### config.mk
export PLATFORM = sky130hd
export DESIGN_NAME = speed_step_scheduler
export DESIGN_NICKNAME = d
export VERILOG_FILES = /design/src/rtl/speed_step_scheduler_pkg.sv /design/src/rtl/speed_step_scheduler_prescaler.sv /design/src/rtl/speed_step_scheduler.sv
export SDC_FILE = /design/constraint.sdc
export NUM_CORES = 1
export LEC_CHECK = 0
export ABC_AREA = 1
export CORE_UTILIZATION = 36
export CTS_CLUSTER_DIAMETER = 100
export DETAILED_ROUTE_END_ITERATION = 7
export DONT_BUFFER_PORTS = 1
export MAX_ROUTING_LAYER = met4
export PLACE_DENSITY = 0.52
export REMOVE_ABC_BUFFERS = 1
export SKIP_CTS_REPAIR_TIMING = 1
export SLEW_MARGIN = 0
export SYNTH_ARGS = -nofsm -noshare
export SYNTH_HDL_FRONTEND = slang
export SYNTH_SLANG_ARGS = --single-unit
### constraint.sdc
create_clock -name clk -period 1.5 [get_ports clk]
set_clock_uncertainty 0.1 [all_clocks]
set_input_delay 0.3 -clock clk [delete_from_list [all_inputs] [get_ports clk]]
set_output_delay 0.3 -clock clk [all_outputs]
set_load 0.02 [all_outputs]
### src/rtl/speed_step_scheduler_pkg.sv
// Shared encodings for the speed status machine and the step scheduler.
package speed_step_scheduler_pkg;

    localparam logic [1:0] ST_LOW   = 2'd0;
    localparam logic [1:0] ST_MID   = 2'd1;
    localparam logic [1:0] ST_HIGH  = 2'd2;
    localparam logic [1:0] ST_PAUSE = 2'd3;

    typedef enum logic {
        RUN  = 1'b0,
        HOLD = 1'b1
    } sched_state_t;

endpackage

### src/rtl/speed_step_scheduler_prescaler.sv
// Step prescaler: counts 0..div-1 while enabled and flags the terminal count.
module step_prescaler #(
    parameter int CNT_W = 27
) (
    input  logic             clk,
    input  logic             rst,
    input  logic             restart,
    input  logic             enable,
    input  logic [CNT_W-1:0] div,
    output logic             tc
);

    logic [CNT_W-1:0] cnt;

    // Terminal flag ignores restart; the owner decides whether it wins.
    assign tc = enable && (cnt == div - CNT_W'(1));

    always_ff @(posedge clk or posedge rst) begin
        if (rst) begin
            cnt <= '0;
        end else if (restart) begin
            cnt <= '0;
        end else if (enable) begin
            if (tc) cnt <= '0;
            else    cnt <= cnt + CNT_W'(1);
        end
    end

endmodule

### src/rtl/speed_step_scheduler.sv
// Turns speed/pause status into timed step pulses and a wrapping read address.
module speed_step_scheduler
    import speed_step_scheduler_pkg::*;
#(
    parameter int DIV_LOW  = 100_000_000,
    parameter int DIV_MID  = 25_000_000,
    parameter int DIV_HIGH = 6_250_000,
    parameter int CNT_W    = 27,
    parameter int ADDR_W   = 7,
    parameter int ADDR_MAX = 127
) (
    input  logic              clk,
    input  logic              rst,
    input  logic [1:0]        status,
    input  logic              clr,
    input  logic              step_req,
    output logic [ADDR_W-1:0] addr_out,
    output logic              step_pulse,
    output logic              paused,
    output logic              wrap
);

    sched_state_t      state, state_nxt;
    logic [1:0]        status_q, status_q_nxt;
    logic [ADDR_W-1:0] addr_nxt;
    logic              pulse_nxt, wrap_nxt, advance;
    logic              changed, restart, enable, tc;
    logic [CNT_W-1:0]  div;

    assign changed = (status != status_q);
    assign restart = clr || changed || (state == HOLD);
    assign enable  = (state == RUN);

    always_comb begin
        case (status_q)
            ST_LOW:  div = CNT_W'(DIV_LOW);
            ST_HIGH: div = CNT_W'(DIV_HIGH);
            default: div = CNT_W'(DIV_MID);
        endcase
    end

    step_prescaler #(.CNT_W(CNT_W)) u_prescaler (
        .clk     (clk),
        .rst     (rst),
        .restart (restart),
        .enable  (enable),
        .div     (div),
        .tc      (tc)
    );

    always_comb begin
        state_nxt    = state;
        status_q_nxt = status_q;
        addr_nxt     = addr_out;
        pulse_nxt    = 1'b0;
        wrap_nxt     = 1'b0;
        advance      = 1'b0;
        // clr and a status change both swallow a coincident terminal count or step_req
        if (clr || changed) begin
            status_q_nxt = status;
            state_nxt    = (status == ST_PAUSE) ? HOLD : RUN;
            if (clr) addr_nxt = '0;
        end else begin
            case (state)
                RUN:  advance = tc;
                HOLD: advance = step_req;
                default: advance = 1'b0;
            endcase
        end
        if (advance) begin
            pulse_nxt = 1'b1;
            if (addr_out == ADDR_W'(ADDR_MAX)) begin
                addr_nxt = '0;
                wrap_nxt = 1'b1;
            end else begin
                addr_nxt = addr_out + ADDR_W'(1);
            end
        end
    end

    always_ff @(posedge clk or posedge rst) begin
        if (rst) begin
            state      <= RUN;
            status_q   <= ST_MID;
            addr_out   <= '0;
            step_pulse <= 1'b0;
            wrap       <= 1'b0;
            paused     <= 1'b0;
        end else begin
            state      <= state_nxt;
            status_q   <= status_q_nxt;
            addr_out   <= addr_nxt;
            step_pulse <= pulse_nxt;
            wrap       <= wrap_nxt;
            paused     <= (state_nxt == HOLD);
        end
    end

endmodule

==> metrics.txt, run 1 <==
final setup violation count 36; failing checks setup timing; Total GRT Usage approximately 20%; clock sink count 39; PortBufs 0; hpwl dp about 4.3 mm; FMAX about 0.57 GHz; mean post-synth cell area around 7.4 um^2; Final Hold Vio Count 0; DRT Wirelength roughly 6 mm; hold path depth 2; total chip power about 2.2 mW; crit path launch type flip-flop; max-slew violations 0; Yosys top cell area share 41.7%; Peak supply drop 0.000394 V; CP Class flip-flop to flip-flop; area share of xor/xnor cells in the synthesized design around 8.1%; Fillers 607; Area Overhead vs Synth 35.7%; Via density roughly 4.7; nets@finish between 300 and 400; top cells by area, synth dfrtp_1 (42%), nand2_1 (12%), nor2_1 (8.9%); Reg2Reg Depth 10; Crit path arrival time 1.84 ns; status finished, violations left; pwr/cell area approximately 710 nW/um^2; Worst setup endpoint u_prescaler.cnt[9]; antenna violations before repair 0; Initial Util between 30% and 40%; Die Height a little over 80 um; Hold Path Class input port to flip-flop; die width 81.6 um; total number of yosys warnings 0; CP Cell Sequence inv_4, nand2_4, nor2_1, nor2_1, nand3_1, nor2_2, nand2_2, nand2_4, buf_12, nor2_1; LEAKAGE around 1.5 nW; share of post-route cells with drive strength above 1 between 20% and 30%; Synth area leader dfrtp_1; Slew @ Worst Pin approximately 0.26 ns; first-pass GRT wire length 9.49 mm; initial drt markers 119; H-tree Lvls 2; clock transition at the registers of the reported paths approximately 0.08 ns; Final ANT Viol Nets 0; IO Count 16; Worst Slack Setup Final -0.263 ns; Critical Path Start status_q[0]; CTS root buf clkbuf_8; fin crit share 118%; RSZ-0062 raised after global routing yes; drt pass-1 iters 4; number of core rows 28; R2R Path Start status_q[0]; Critical Path End Type flip-flop; sequential share of the synthesized area 42.9%; CP required about 1.6 ns; total gr overflow 0; wire length per cell 13.0 um; compound-gate portion of the synthesized area between 3 and 4%; largest family of logic cells by synthesized area simple AND/OR/NAND/NOR gates; post-synthesis mux area share 0%; vias in the first global route 2018; Antenna Cells 0; Yosys reg bits 39; Mapped Area between 2000 and 2500 um^2; Adder-Cell Fraction of Synth Area 1.10%; Cell Area, Placed 2860 um^2; Via Count 2120; worst rel slew slack between 80% and 90%; worst-path fanout max 14; Worst R2R End u_prescaler.cnt[9]; Synth Area in Simple Gates 37.4%; Max-Cap Viols 0; cell mode on critical path nor2_1; slowest cell delay on critical path between 0.5 and 0.6 ns; CP max stage cell dfstp_2; area of the core around 6000 um^2; Final Critical Period approximately 1.8 ns; # DRC 0; Finished Cell Area 3090 um^2; CTS tree yes; Fin Hold WS ~0.027 ns; Syn Inst Count just over 300; Netlist cell types 31; cts bufs inserted 5; largest net degree at the start of global routing 40; Die Area between 6000 and 7000 um^2; register-to-register setup slack -0.26 ns; routability congestion estimate from global placement slightly above 0.9; final core occ between 50% and 60%; Longest Clk Path Bufs 2; Clk Latency, worst-skew pair roughly 0.30 ns
## Yosys cell counts, drive strengths merged
master and n:
nor3 11, nand2 77, o21bai 1, xor2 16, nand3 26, nor4 3, buf 2, o21ai 1
clkinv 1, nand3b 3, dfstp 1, nor3b 2, inv 38, dfrtp 38, clkbuf 2, a21oi 9
o21a 1, ha 2, nor2 58, xnor2 5, a31oi 1, or2 1, nand4 7
## logic make-up after synthesis
group | after synthesis
XOR/XNOR | 21
adder cells (fa/ha/maj) | 2
AO/OA/AOI/OAI | 13
buffers and inverters | 43
AND/OR/NAND/NOR | 188
flip-flops | 39
## layout make-up
cell class | count | area (um^2) | area share (%)
multi-input combinational | 224 | 1210 | 39.1
sequential | 39 | 977 | 31.6
timing repair buffer | 65 | 546 | 17.6
inverter | 39 | 149 | 4.81
tap | 75 | 93.8 | 3.03
clock buffer | 6 | 82.6 | 2.67
clock inverter | 2 | 35.0 | 1.13
## worst min-delay path by stage
| stage | startpoint | endpoint | slack [ns] |
|---|---|---|---|
| after floorplan | status[0] | status_q[0] | 0.20 |
| after global placement | rst | addr_out[1] | 0.17 |
| after detailed placement | rst | addr_out[1] | 0.17 |
| after CTS | rst | addr_out[1] | -0.16 |
| after global routing | status[1] | state | 0.03 |
| final | status[1] | state | 0.03 |
## where the power goes
part           internal [mW]  switching, mW  total, mW  leakage, nW
clock network          0.539          0.399      0.938       0.0612
logic                 0.0732          0.108      0.181        0.896
registers               1.06        0.00847       1.07        0.537
total                   1.67          0.515       2.19         1.49
## worst max-delay path: cells and delay by family (launching register included)
family	cells	cell delay, ns
simple gates	8	0.71
buf+inv	2	0.23
flops	1	0.59
## metrics by stage
step | worst slack [ns] | cells | setup TNS, ns
floorplan | -0.309 | 302 | -6.73
global placement | -0.351 | 438 | -11.57
detailed placement | -0.365 | 438 | -12.07
CTS | -0.400 | 446 | -13.01
global route | -0.397 | 450 | -12.93
finish | -0.263 | 450 | -8.30
## cells in the final DEF, fill, tap and decap left out, drive strengths merged, types with 2 or more instances in the layout
cell	netlist	routed
nand2	77	77
buf	2	62
nor2	58	58
dfrtp	38	38
inv	38	38
nand3	26	26
xor2	16	16
nor3	11	11
a21oi	9	9
nand4	7	7
clkbuf	2	6
xnor2	5	5
nand3b	3	3
nor4	3	3
dlygate4sd3	0	3
nor3b	2	2
ha	2	2
clkinv	1	2
## state kept, by name, indices dropped and copies added (netlist names)
register	flops
addr_out	7
state	1
status_q	2
step_pulse	1
u_prescaler.cnt	27
wrap	1
## per-layer routing
metal / share of wire, % / track usage (%)
met1: 48 / 25.7
met4: 1.3 / 6.43
met5: 0 / -
met3: 3.7 / 3.56
met2: 47 / 31.0
Power figures use the tool's default switching activity.
==> run 2: changes to the inputs <==
ABC_CLOCK_PERIOD_IN_PS = 1500   (was default)
==> results of run 2 <==
No change in the layout: final DEF, timing and power equal those of run 1.
